[config.mk]
export PLATFORM = sky130hd
export DESIGN_NAME = countdown_timer_chain
export DESIGN_NICKNAME = d
export VERILOG_FILES = /design/src/rtl/countdown_pkg.sv /design/src/rtl/countdown_digit.sv /design/src/rtl/countdown_timer_chain.sv
export SDC_FILE = /design/constraint.sdc
export NUM_CORES = 1
export LEC_CHECK = 0
export ABC_AREA = 1
export BUFFER_PORTS_ARGS = -buffer_cell sky130_fd_sc_hd__buf_4
export CAP_MARGIN = 20
export CORE_MARGIN = 2
export CORE_UTILIZATION = 49
export DETAILED_ROUTE_END_ITERATION = 10
export PLACE_DENSITY = 0.88
export SLEW_MARGIN = 40
export SYNTH_ARGS = -nofsm -noshare
export SYNTH_HDL_FRONTEND = slang
export SYNTH_SLANG_ARGS = --single-unit
[constraint.sdc]
create_clock -name clk -period 1.75 [get_ports clk]
set_input_delay 0.35 -clock clk [delete_from_list [all_inputs] [get_ports clk]]
set_output_delay 0.35 -clock clk [all_outputs]
set_load 0.01 [all_outputs]
[src/rtl/countdown_pkg.sv]
// rtl/countdown_pkg.sv - shared types, constants and helpers for the countdown timer chain
// Purpose: run-control state encoding, digit width, default per-digit moduli and the
//          load clamping helper used by the digit and top modules.
// Ports:   none (package).
package countdown_pkg;

  typedef enum logic [1:0] {IDLE, RUN, PAUSE, DONE} cd_state_t;

  localparam int DIGIT_W = 4;

  // digit0=10, digit1=6, digit2=10, digit3=6 -> MM:SS
  localparam logic [15:0] DEFAULT_MODULI = 16'h6A6A;

  // Out-of-range load digits saturate to the largest legal value of that digit.
  function automatic logic [DIGIT_W-1:0] clamp_digit(input logic [DIGIT_W-1:0] value,
                                                     input logic [DIGIT_W-1:0] modulus);
    if (value >= modulus) begin
      return modulus - 4'd1;
    end
    return value;
  endfunction

endpackage

[src/rtl/countdown_digit.sv]
// rtl/countdown_digit.sv - one BCD down-counting digit with its own modulus
// Purpose: holds one digit of the countdown; loads a clamped value, steps down by one
//          and wraps 0 -> MOD-1.
// Ports:   clk, resetN (async active-low), step (decrement this cycle),
//          loadN (sync active-low load, wins over step), din (raw load digit),
//          q (current digit), is_zero (q == 0).
module countdown_digit
  import countdown_pkg::*;
#(
  parameter logic [DIGIT_W-1:0] MOD = 4'd10
) (
  input  logic               clk,
  input  logic               resetN,
  input  logic               step,
  input  logic               loadN,
  input  logic [DIGIT_W-1:0] din,
  output logic [DIGIT_W-1:0] q,
  output logic               is_zero
);

  localparam logic [DIGIT_W-1:0] MAX_V = MOD - 4'd1;

  logic [DIGIT_W-1:0] q_q;
  logic [DIGIT_W-1:0] q_d;

  always_comb begin
    q_d = q_q;
    if (!loadN) begin
      q_d = clamp_digit(din, MOD);
    end else if (step) begin
      q_d = (q_q == '0) ? MAX_V : q_q - 4'd1;
    end
  end

  always_ff @(posedge clk or negedge resetN) begin
    if (!resetN) begin
      q_q <= '0;
    end else begin
      q_q <= q_d;
    end
  end

  assign q       = q_q;
  assign is_zero = (q_q == '0);

endmodule

[src/rtl/countdown_timer_chain.sv]
// rtl/countdown_timer_chain.sv - multi-digit BCD countdown timer with run control
// Purpose: chain of NUM_DIGITS BCD digits counting down on tick while running, with an
//          IDLE/RUN/PAUSE/DONE control FSM, load clamping and a one-clk expiry pulse.
//          Optional macro COUNTDOWN_AUTORELOAD_EN adds a reload register restarting the
//          count on expiry.
// Ports:   clk, resetN (async active-low), tick (count strobe), start (start/resume pulse),
//          pause (pause pulse), loadN (sync active-low load), datain (BCD load value),
//          count (BCD value), running (state==RUN, registered), expired (registered
//          one-clk pulse on reaching zero), zero (combinational, count == 0).
module countdown_timer_chain
  import countdown_pkg::*;
#(
  parameter int                            NUM_DIGITS = 4,
  parameter logic [NUM_DIGITS*DIGIT_W-1:0] MODULI     = DEFAULT_MODULI
) (
  input  logic                          clk,
  input  logic                          resetN,
  input  logic                          tick,
  input  logic                          start,
  input  logic                          pause,
  input  logic                          loadN,
  input  logic [NUM_DIGITS*DIGIT_W-1:0] datain,
  output logic [NUM_DIGITS*DIGIT_W-1:0] count,
  output logic                          running,
  output logic                          expired,
  output logic                          zero
);

  localparam int W = NUM_DIGITS * DIGIT_W;

  cd_state_t state_q, state_d;
  logic      running_q, running_d;
  logic      expired_q, expired_d;

  logic [NUM_DIGITS-1:0] is_zero;
  logic [NUM_DIGITS:0]   lower_zero;
  logic [W-1:0]          count_w;
  logic [W-1:0]          din_sel;
  logic                  digit_loadN;
  logic                  run_tick;
  logic                  will_zero;
  logic                  reload_now;

  // A decrement only happens in RUN with no higher-priority control this cycle.
  assign run_tick = (state_q == RUN) && tick && !pause && loadN;

  // The decrement lands on zero exactly when the count currently reads 1.
  assign will_zero = (count_w[DIGIT_W-1:0] == 4'd1) && (&is_zero[NUM_DIGITS-1:1]);

`ifdef COUNTDOWN_AUTORELOAD_EN
  logic [W-1:0] datain_clamped;
  logic [W-1:0] reload_q;

  for (genvar c = 0; c < NUM_DIGITS; c++) begin : g_clamp
    assign datain_clamped[c*DIGIT_W +: DIGIT_W] =
      clamp_digit(datain[c*DIGIT_W +: DIGIT_W], MODULI[c*DIGIT_W +: DIGIT_W]);
  end

  always_ff @(posedge clk or negedge resetN) begin
    if (!resetN) begin
      reload_q <= '0;
    end else if (!loadN) begin
      reload_q <= datain_clamped;
    end
  end

  // A zero reload value means there is nothing to restart; fall back to DONE.
  assign reload_now  = run_tick && will_zero && (reload_q != '0);
  assign din_sel     = loadN ? reload_q : datain;
`else
  assign reload_now  = 1'b0;
  assign din_sel     = datain;
`endif

  // The reload reuses the digits' load path, so the digits see it as a load.
  assign digit_loadN = loadN && !reload_now;

  assign lower_zero[0] = 1'b1;

  for (genvar g = 0; g < NUM_DIGITS; g++) begin : g_digit
    assign lower_zero[g+1] = lower_zero[g] & is_zero[g];

    countdown_digit #(
      .MOD(MODULI[g*DIGIT_W +: DIGIT_W])
    ) u_digit (
      .clk    (clk),
      .resetN (resetN),
      .step   (run_tick & lower_zero[g]),
      .loadN  (digit_loadN),
      .din    (din_sel[g*DIGIT_W +: DIGIT_W]),
      .q      (count_w[g*DIGIT_W +: DIGIT_W]),
      .is_zero(is_zero[g])
    );
  end

  always_comb begin
    state_d   = state_q;
    expired_d = 1'b0;
    if (!loadN) begin
      state_d = IDLE;
    end else begin
      unique case (state_q)
        IDLE: begin
          if (!pause && start && !lower_zero[NUM_DIGITS]) begin
            state_d = RUN;
          end
        end
        RUN: begin
          if (pause) begin
            state_d = PAUSE;
          end else if (run_tick && will_zero) begin
            expired_d = 1'b1;
            state_d   = reload_now ? RUN : DONE;
          end
        end
        PAUSE: begin
          if (!pause && start) begin
            state_d = RUN;
          end
        end
        DONE: begin
          state_d = DONE;
        end
        default: state_d = IDLE;
      endcase
    end
    running_d = (state_d == RUN);
  end

  always_ff @(posedge clk or negedge resetN) begin
    if (!resetN) begin
      state_q   <= IDLE;
      running_q <= 1'b0;
      expired_q <= 1'b0;
    end else begin
      state_q   <= state_d;
      running_q <= running_d;
      expired_q <= expired_d;
    end
  end

  assign count   = count_w;
  assign running = running_q;
  assign expired = expired_q;
  assign zero    = lower_zero[NUM_DIGITS];

endmodule

==> results of run 1 <==
-- logic make-up (layout without fill, tap and decap cells) --
kind of cell | Yosys count | count (layout) | share of synthesized area [%]
AOI/OAI and AO/OA | 33 | 33 | 16.0
xor gates and xnor gates | 2 | 2 | 1.45
buffers and inverters | 23 | 88 | 7.54
DFF | 20 | 20 | 41.3
and+or+nand+nor | 93 | 93 | 33.7
-- metal layers --
layer	global-route usage [%]	vias up	part of all wire [%]
met2	44.1	43	51
met5	0	-	0
met1	28.1	623	42
li1	-	682	-
met4	8.55	0	1.3
met3	4.17	6	5.1
-- synthesized netlist by cell type (2+ instances only) --
cell / instances
o31ai_1: 2
nand2_2: 2
nand3_1: 12
xor2_1: 2
o211ai_1: 4
inv_1: 19
nor2_1: 26
o21ai_1: 4
a21oi_1: 7
nand2_4: 2
o21ai_0: 11
dfrtp_1: 20
nand2_1: 45
-- path summary, 6_finish.rpt --
check	start	endpoint	slack, ns	cells past startpoint
setup / recovery	g_digit[2].u_digit.q[2]$_DFFE_PN0P_	zero	-0.04	6
hold / removal	datain[2]	g_digit[0].u_digit.q[2]$_DFFE_PN0P_	0.27	3
setup reg to reg	g_digit[1].u_digit.q[0]$_DFFE_PN0P_	running$_DFF_PN0_	0.25	8
hold reg to reg	g_digit[1].u_digit.q[1]$_DFFE_PN0P_	g_digit[1].u_digit.q[1]$_DFFE_PN0P_	0.55	2
max in group asynchronous	resetN	g_digit[2].u_digit.q[1]$_DFFE_PN0P_	1.10	2
min in group asynchronous	resetN	g_digit[1].u_digit.q[1]$_DFFE_PN0P_	0.43	2
-- final cells by class --
cell class | instances | area share (%)
clock buffers | 3 | 1.26
clock inverters | 1 | 1.68
inverters | 20 | 4.20
multi-input cells | 128 | 35.7
flip-flops and latches | 20 | 28.0
well taps | 30 | 2.10
repair buffers | 64 | 27.0
-- stage by stage --
step | TNS [ns] | setup slack [ns] | area (sq um)
floorplan | 0 | 0.281 | 1210
global placement | 0 | 0.238 | 1560
detailed placement | 0 | 0.207 | 1560
CTS | 0 | 0.0215 | 1750
global route | -0.0819 | -0.0819 | 1790
finish | -0.0365 | -0.0365 | 1790
-- timing repair --
action | CTS | global route
pin swaps | 4 | 2
resized for setup | 7 | 0
cloned | 0 | 0
endpoints found under the setup margin | 1 | 1
endpoints found under the hold margin | 20 | 0
hold buffers | 1 | 0
setup buffers | 14 | 5
-- registers in the layout (all words and copies together), names as in the netlist --
register	flops
expired	1
g_digit.u_digit.q	16
running	1
state_q	2
-- worst max-delay path, stage by stage (launching register included) --
cell and delay [ns]:
dfrtp_1 0.41, nor2_1 0.15, nand2_1 0.11, nor2_2 0.12, inv_1 0.07, nor2_2 0.13
buf_4 0.13
-- power groups by stage --
stage / registers, mW / logic [mW] / clock network, mW
after floorplan: 0.612 / 0.214 / 0
after global placement: 0.589 / 0.436 / 0
after detailed placement: 0.592 / 0.438 / 0
after CTS: 0.563 / 0.555 / 0.386
after global routing: 0.573 / 0.642 / 0.398
final: 0.565 / 0.585 / 0.384
==> flow_summary.yaml, run 1 <==
floorplan:
  initial_utilization_pct: 50.3
  die_h_um: 53.7
  coreArea_sq_um: 2410
  die_area_sq_um: 2890
  io_pins: 41
  die_x_um: 53.7
  rows: 18
synth:
  yosys.area.top_type_share_pct: 41.3
  synth-seq-cells: 20
  syn-num-nets: 193
  synth_top_area_cell: "dfrtp_1"
  synthArstFlopShare_pct: 100
  synthFlopType: "dfrtp_1"
  post_synth.cell_area_avg_sq_um: 7.08
  synth-edff-count: 0
  yosysSeqAreaShare_pct: 41.3
  synthTopCellsByArea: "dfrtp_1 41%, nand2_1 14%, nor2_1 8.1%"
  synth_area_sq_um: 1210
  ys_warn_count: 0
  syn_inst: 171
  synth_cell_types: 28
route:
  dr.pass1.iters: 4
  drtIter0Drc: 41
  drcViolationCount: 0
  wl_per_cell_um: 12.1
  vias_per_cell: 5.09
  wirelength_um: 3210
  vias: 1354
  antenna_left: 0
cells_and_area:
  fin_cells: 266
  layout.nets: 259
  multiInputGateArea_sq_um: 637
  final_core_util_pct: 74.1
  final_common_cell: "buf_4"
  most-common-layout-cells: "63 x buf_4, 45 x nand2_1, 20 x dfrtp_1"
  seq_area_sq_um: 500
  drive_above_1_share_pct: 34.7
  fill_cells: 181
  synthToLayoutAreaGrowth_pct: 47.4
  antenna_cells: 0
sta:
  rsz0062_at_grt: "true"
  setup_viol: 1
  relSlewSlack_pct: 79.4
  slew_viol_final: 0
  fin_crit_ns: 1.79
  fin_skew_ns: 0.00914
  holdWs_ns: 0.273
  fmax_ghz: 0.560
  period_share_pct: 102
  tightestPinTransition_ns: 0.306
  hold_viol_final: 0
  fin_ws_ns: -0.0365
global_route:
  overflow: 0
  grt_pass1_vias: 1276
  grt_max_degree: 24
  grt_pass1_wl_um: 5110
  grtUsageTotal_pct: 24.2
  antenna_found_initial: 0
power_and_ir_drop:
  power_frac_seq_pct: 36.8
  internal-power_mw: 1.04
  total_power_mw: 1.53
  p_per_area_nw_per_um2: 859
  p_clk_share_pct: 25.0
  p_comb_share_pct: 38.1
  netSwitchingFraction_pct: 32.0
  p_leak_nw: 0.942
  power.switching_mw: 0.490
  irDropWorstVdd_mv: 0.674
worst_setup_path:
  cp.arrival_ns: 1.44
  crit_type: "reg -> out"
  end_kind: "output port"
  required_ns: 1.40
  cp-start-kind: "flop"
  cp_max_fo: 2
cts:
  clk_latency_ns: 0.31
  clk_pin_slew_ns: 0.12
  cts-htree-levels: 1
  cts-root-buf: "clkbuf_4"
  cts_tree: "built"
  clock_sinks: 20
  clock_path_buffers: 2
  cts-buffers-inserted: 3
outcome:
  status: "finished with violations"
  violations: "negative setup slack"
place:
  place_inst: 242
  routabilityCongestion: 0.856
  place_hpwl_um: 2100
  io_buffer_count: 40
job:
  maxCapViolations: 0
worst_hold_path:
  hp-class: "in -> reg"
(Power assumes the default switching activity.)
==> run 2: changes to the inputs <==
- CORE_MARGIN: 2 -> 8
- CORE_UTILIZATION: 49 -> 50
- RECOVER_POWER: not set -> 50
- SYNTH_HIERARCHICAL: not set -> 1
==> run 2 against run 1 <==
Compared with the run above: worst hold slack improved by 0.055 ns; non-clock buffer count fell by 6; die area rose by 59%; critical path type unchanged; power fell by 15%; fmax rose by 1.2%; critical endpoint unchanged; the flow still finishes with violations (negative setup slack); final area rose by 4.0%; clock power fell by 28%; sequential share of layout area fell by 0.94 points.
==> flow_summary.yaml, run 2 <==
sta:
  rsz0062_at_grt: "true"
  fin_ws_ns: -0.0149
  fin_crit_ns: 1.76
  setup_total_negative_slack_ns: -0.0149
  slew_viol_final: 0
  tightestPinTransition_ns: 1.13
  period_share_pct: 101
  fin_skew_ns: 0.00256
  hold_viol_final: 0
  setup_viol: 1
  fmax_ghz: 0.567
  relSlewSlack_pct: 24.5
cts:
  clk_latency_ns: 0.31
  clk_pin_slew_ns: 0.11
  cts-buffers-inserted: 3
  cts-root-buf: "clkbuf_4"
  cts-htree-levels: 1
  clock_sinks: 20
  cts_tree: "built"
  clock_path_buffers: 2
synth:
  synthArstFlopShare_pct: 100
  synthTopCellsByArea: "dfrtp_1 37%, nand2_1 20%, inv_1 8.4%"
  synthFlopType: "dfrtp_1"
  yosys.area.top_type_share_pct: 37.5
  synth_most_common_cell: "nand2_1"
  synth-seq-cells: 20
  synth-edff-count: 0
  synth_cell_types: 18
  syn_inst: 203
  ys_warn_count: 6
  yosysSeqAreaShare_pct: 37.5
  synth_common_cells: "72 x nand2_1, 30 x inv_1, 29 x nor2_1, 20 x dfrtp_1, 12 x o21ai_0"
  post_synth.cell_area_avg_sq_um: 6.58
  synth_top_area_cell: "dfrtp_1"
  synth_area_sq_um: 1340
  syn-num-nets: 225
cells_and_area:
  antenna_cells: 0
  final_common_cell: "nand2_1"
  drive_above_1_share_pct: 32.5
  synthToLayoutAreaGrowth_pct: 39.1
  most-common-layout-cells: "71 x nand2_1, 49 x buf_4, 30 x inv_1"
  layout.nets: 288
  largest_register_ffs: 16
worst_setup_path:
  cp_top_family: "simple AND/OR/NAND/NOR gates"
  worstPathCellList: "nor2_1 > nand2_1 > nor2_2 > nand2_2 > nor2_4 > buf_6"
  cp.depth: 6
  cp_slowest_cell: "dfrtp_1"
  cp_max_fo: 3
  end_kind: "output port"
  cp_num_buf_inv: 1
  slowest_delay_ns: 0.41
  required_ns: 1.40
  r2r_slack_ns: 0.13
  cp-start-kind: "flop"
  reg2reg_depth: 9
  rr_endpoint: "g_digit[3].u_digit/q[2]$_DFFE_PN0P_"
  cp.arrival_ns: 1.41
  reg2reg_from: "g_digit[1].u_digit/q[1]$_DFFE_PN0P_"
  crit_type: "reg -> out"
worst_hold_path:
  hold_end: "g_digit[1].u_digit/q[0]$_DFFE_PN0P_"
  hp-class: "in -> reg"
  worstHoldPathCells: 5
  min_from: "datain[4]"
power_and_ir_drop:
  p_per_area_nw_per_um2: 706
  total_power_mw: 1.31
  irDropWorstVdd_mv: 0.664
  p_leak_nw: 1.01
route:
  dr.pass1.iters: 4
  wl_per_cell_um: 13.0
  antenna_left: 0
  drcViolationCount: 0
  wirelength_um: 3830
  vias: 1499
  drtIter0Drc: 113
  vias_per_cell: 5.08
floorplan:
  die_x_um: 67.7
  initial_utilization_pct: 53.4
  die_area_sq_um: 4580
  io_pins: 41
  die_h_um: 67.7
  coreArea_sq_um: 2500
  rows: 18
outcome:
  violations: "negative setup slack"
  status: "finished with violations"
place:
  dp_slack_ns: 0.152
  routabilityCongestion: 0.826
  place_hpwl_um: 2550
  io_buffer_count: 40
global_route:
  grt_pass1_vias: 1473
  antenna_found_initial: 0
  grtUsageTotal_pct: 17.1
  overflow: 0
  grt_pass1_wl_um: 6210
  grt_max_degree: 23
job:
  maxCapViolations: 0
## run 2: power breakdown
group	total (mW)	internal (mW)	switching [mW]
clock	0.275	0.127	0.148
combinational	0.477	0.218	0.259
sequential	0.559	0.510	0.0496
total	1.31	0.855	0.456
## run 2: timing repair
| item | CTS | global route |
|---|---|---|
| pin swaps | 2 | 3 |
| hold buffers | 1 | 0 |
| gates cloned | 0 | 0 |
| endpoints found under the setup margin | 1 | 4 |
| gates resized for setup | 7 | 6 |
| hold endpoints to repair | 20 | 0 |
| buffers inserted | 11 | 5 |
## run 2: per-stage QoR
step / cells / utilization, % / instance area (sq um) / hold WS, ns
6_report: 295 / 74.3 / 1860 / 0.328
5_1_grt: 295 / 74.3 / 1860 / 0.338
4_1_cts: 290 / 73.0 / 1820 / 0.330
3_5_place_dp: 274 / 67.2 / 1680 / 0.248
3_3_place_gp: 274 / 67.2 / 1680 / 0.247
2_1_floorplan: 203 / - / 1340 / 0.0544
## run 2: logic make-up after synthesis
| group | synth area share, % |
|---|---|
| DFF | 37.5 |
| buffers and inverters | 9.56 |
| and+or+nand+nor | 39.8 |
| AOI/OAI and AO/OA | 13.1 |
## run 2: worst min-delay path: stages
cell and delay, ns:
buf_4 0.08, nor2_1 0.03, nand2_1 0.06, nand2_1 0.05, nand2_1 0.05
## run 2: routing by layer
layer,GRT usage (%),vias up,part of all wire [%]
met5,0,-,0
met2,29.6,62,51
met4,4.44,0,2.0
met3,5.46,12,6.9
li1,-,745,-
met1,20.0,680,40
## run 2: worst max-delay path by stage
| stage | start | end | slack (ns) |
|---|---|---|---|
| detailed placement | g_digit[0].u_digit/q[2]$_DFFE_PN0P_ | g_digit[3].u_digit/q[0]$_DFFE_PN0P_ | 0.15 |
| finish | g_digit[1].u_digit/q[1]$_DFFE_PN0P_ | zero | -0.01 |
| global placement | g_digit[2].u_digit/q[2]$_DFFE_PN0P_ | g_digit[3].u_digit/q[0]$_DFFE_PN0P_ | 0.18 |
| CTS | g_digit[1].u_digit/q[1]$_DFFE_PN0P_ | zero | 0.008 |
| global route | g_digit[1].u_digit/q[1]$_DFFE_PN0P_ | zero | -0.11 |
| floorplan | g_digit[0].u_digit/q[2]$_DFFE_PN0P_ | g_digit[3].u_digit/q[3]$_DFFE_PN0P_ | 0.24 |
## run 2: area by class of cell
type | instances | area, sq um
repair buffers | 58 | 415
inverters | 34 | 128
multi-input cells | 149 | 737
clock buffers | 4 | 36.3
flip-flops and latches | 20 | 503
fillers | 210 | 643
well taps | 30 | 37.5
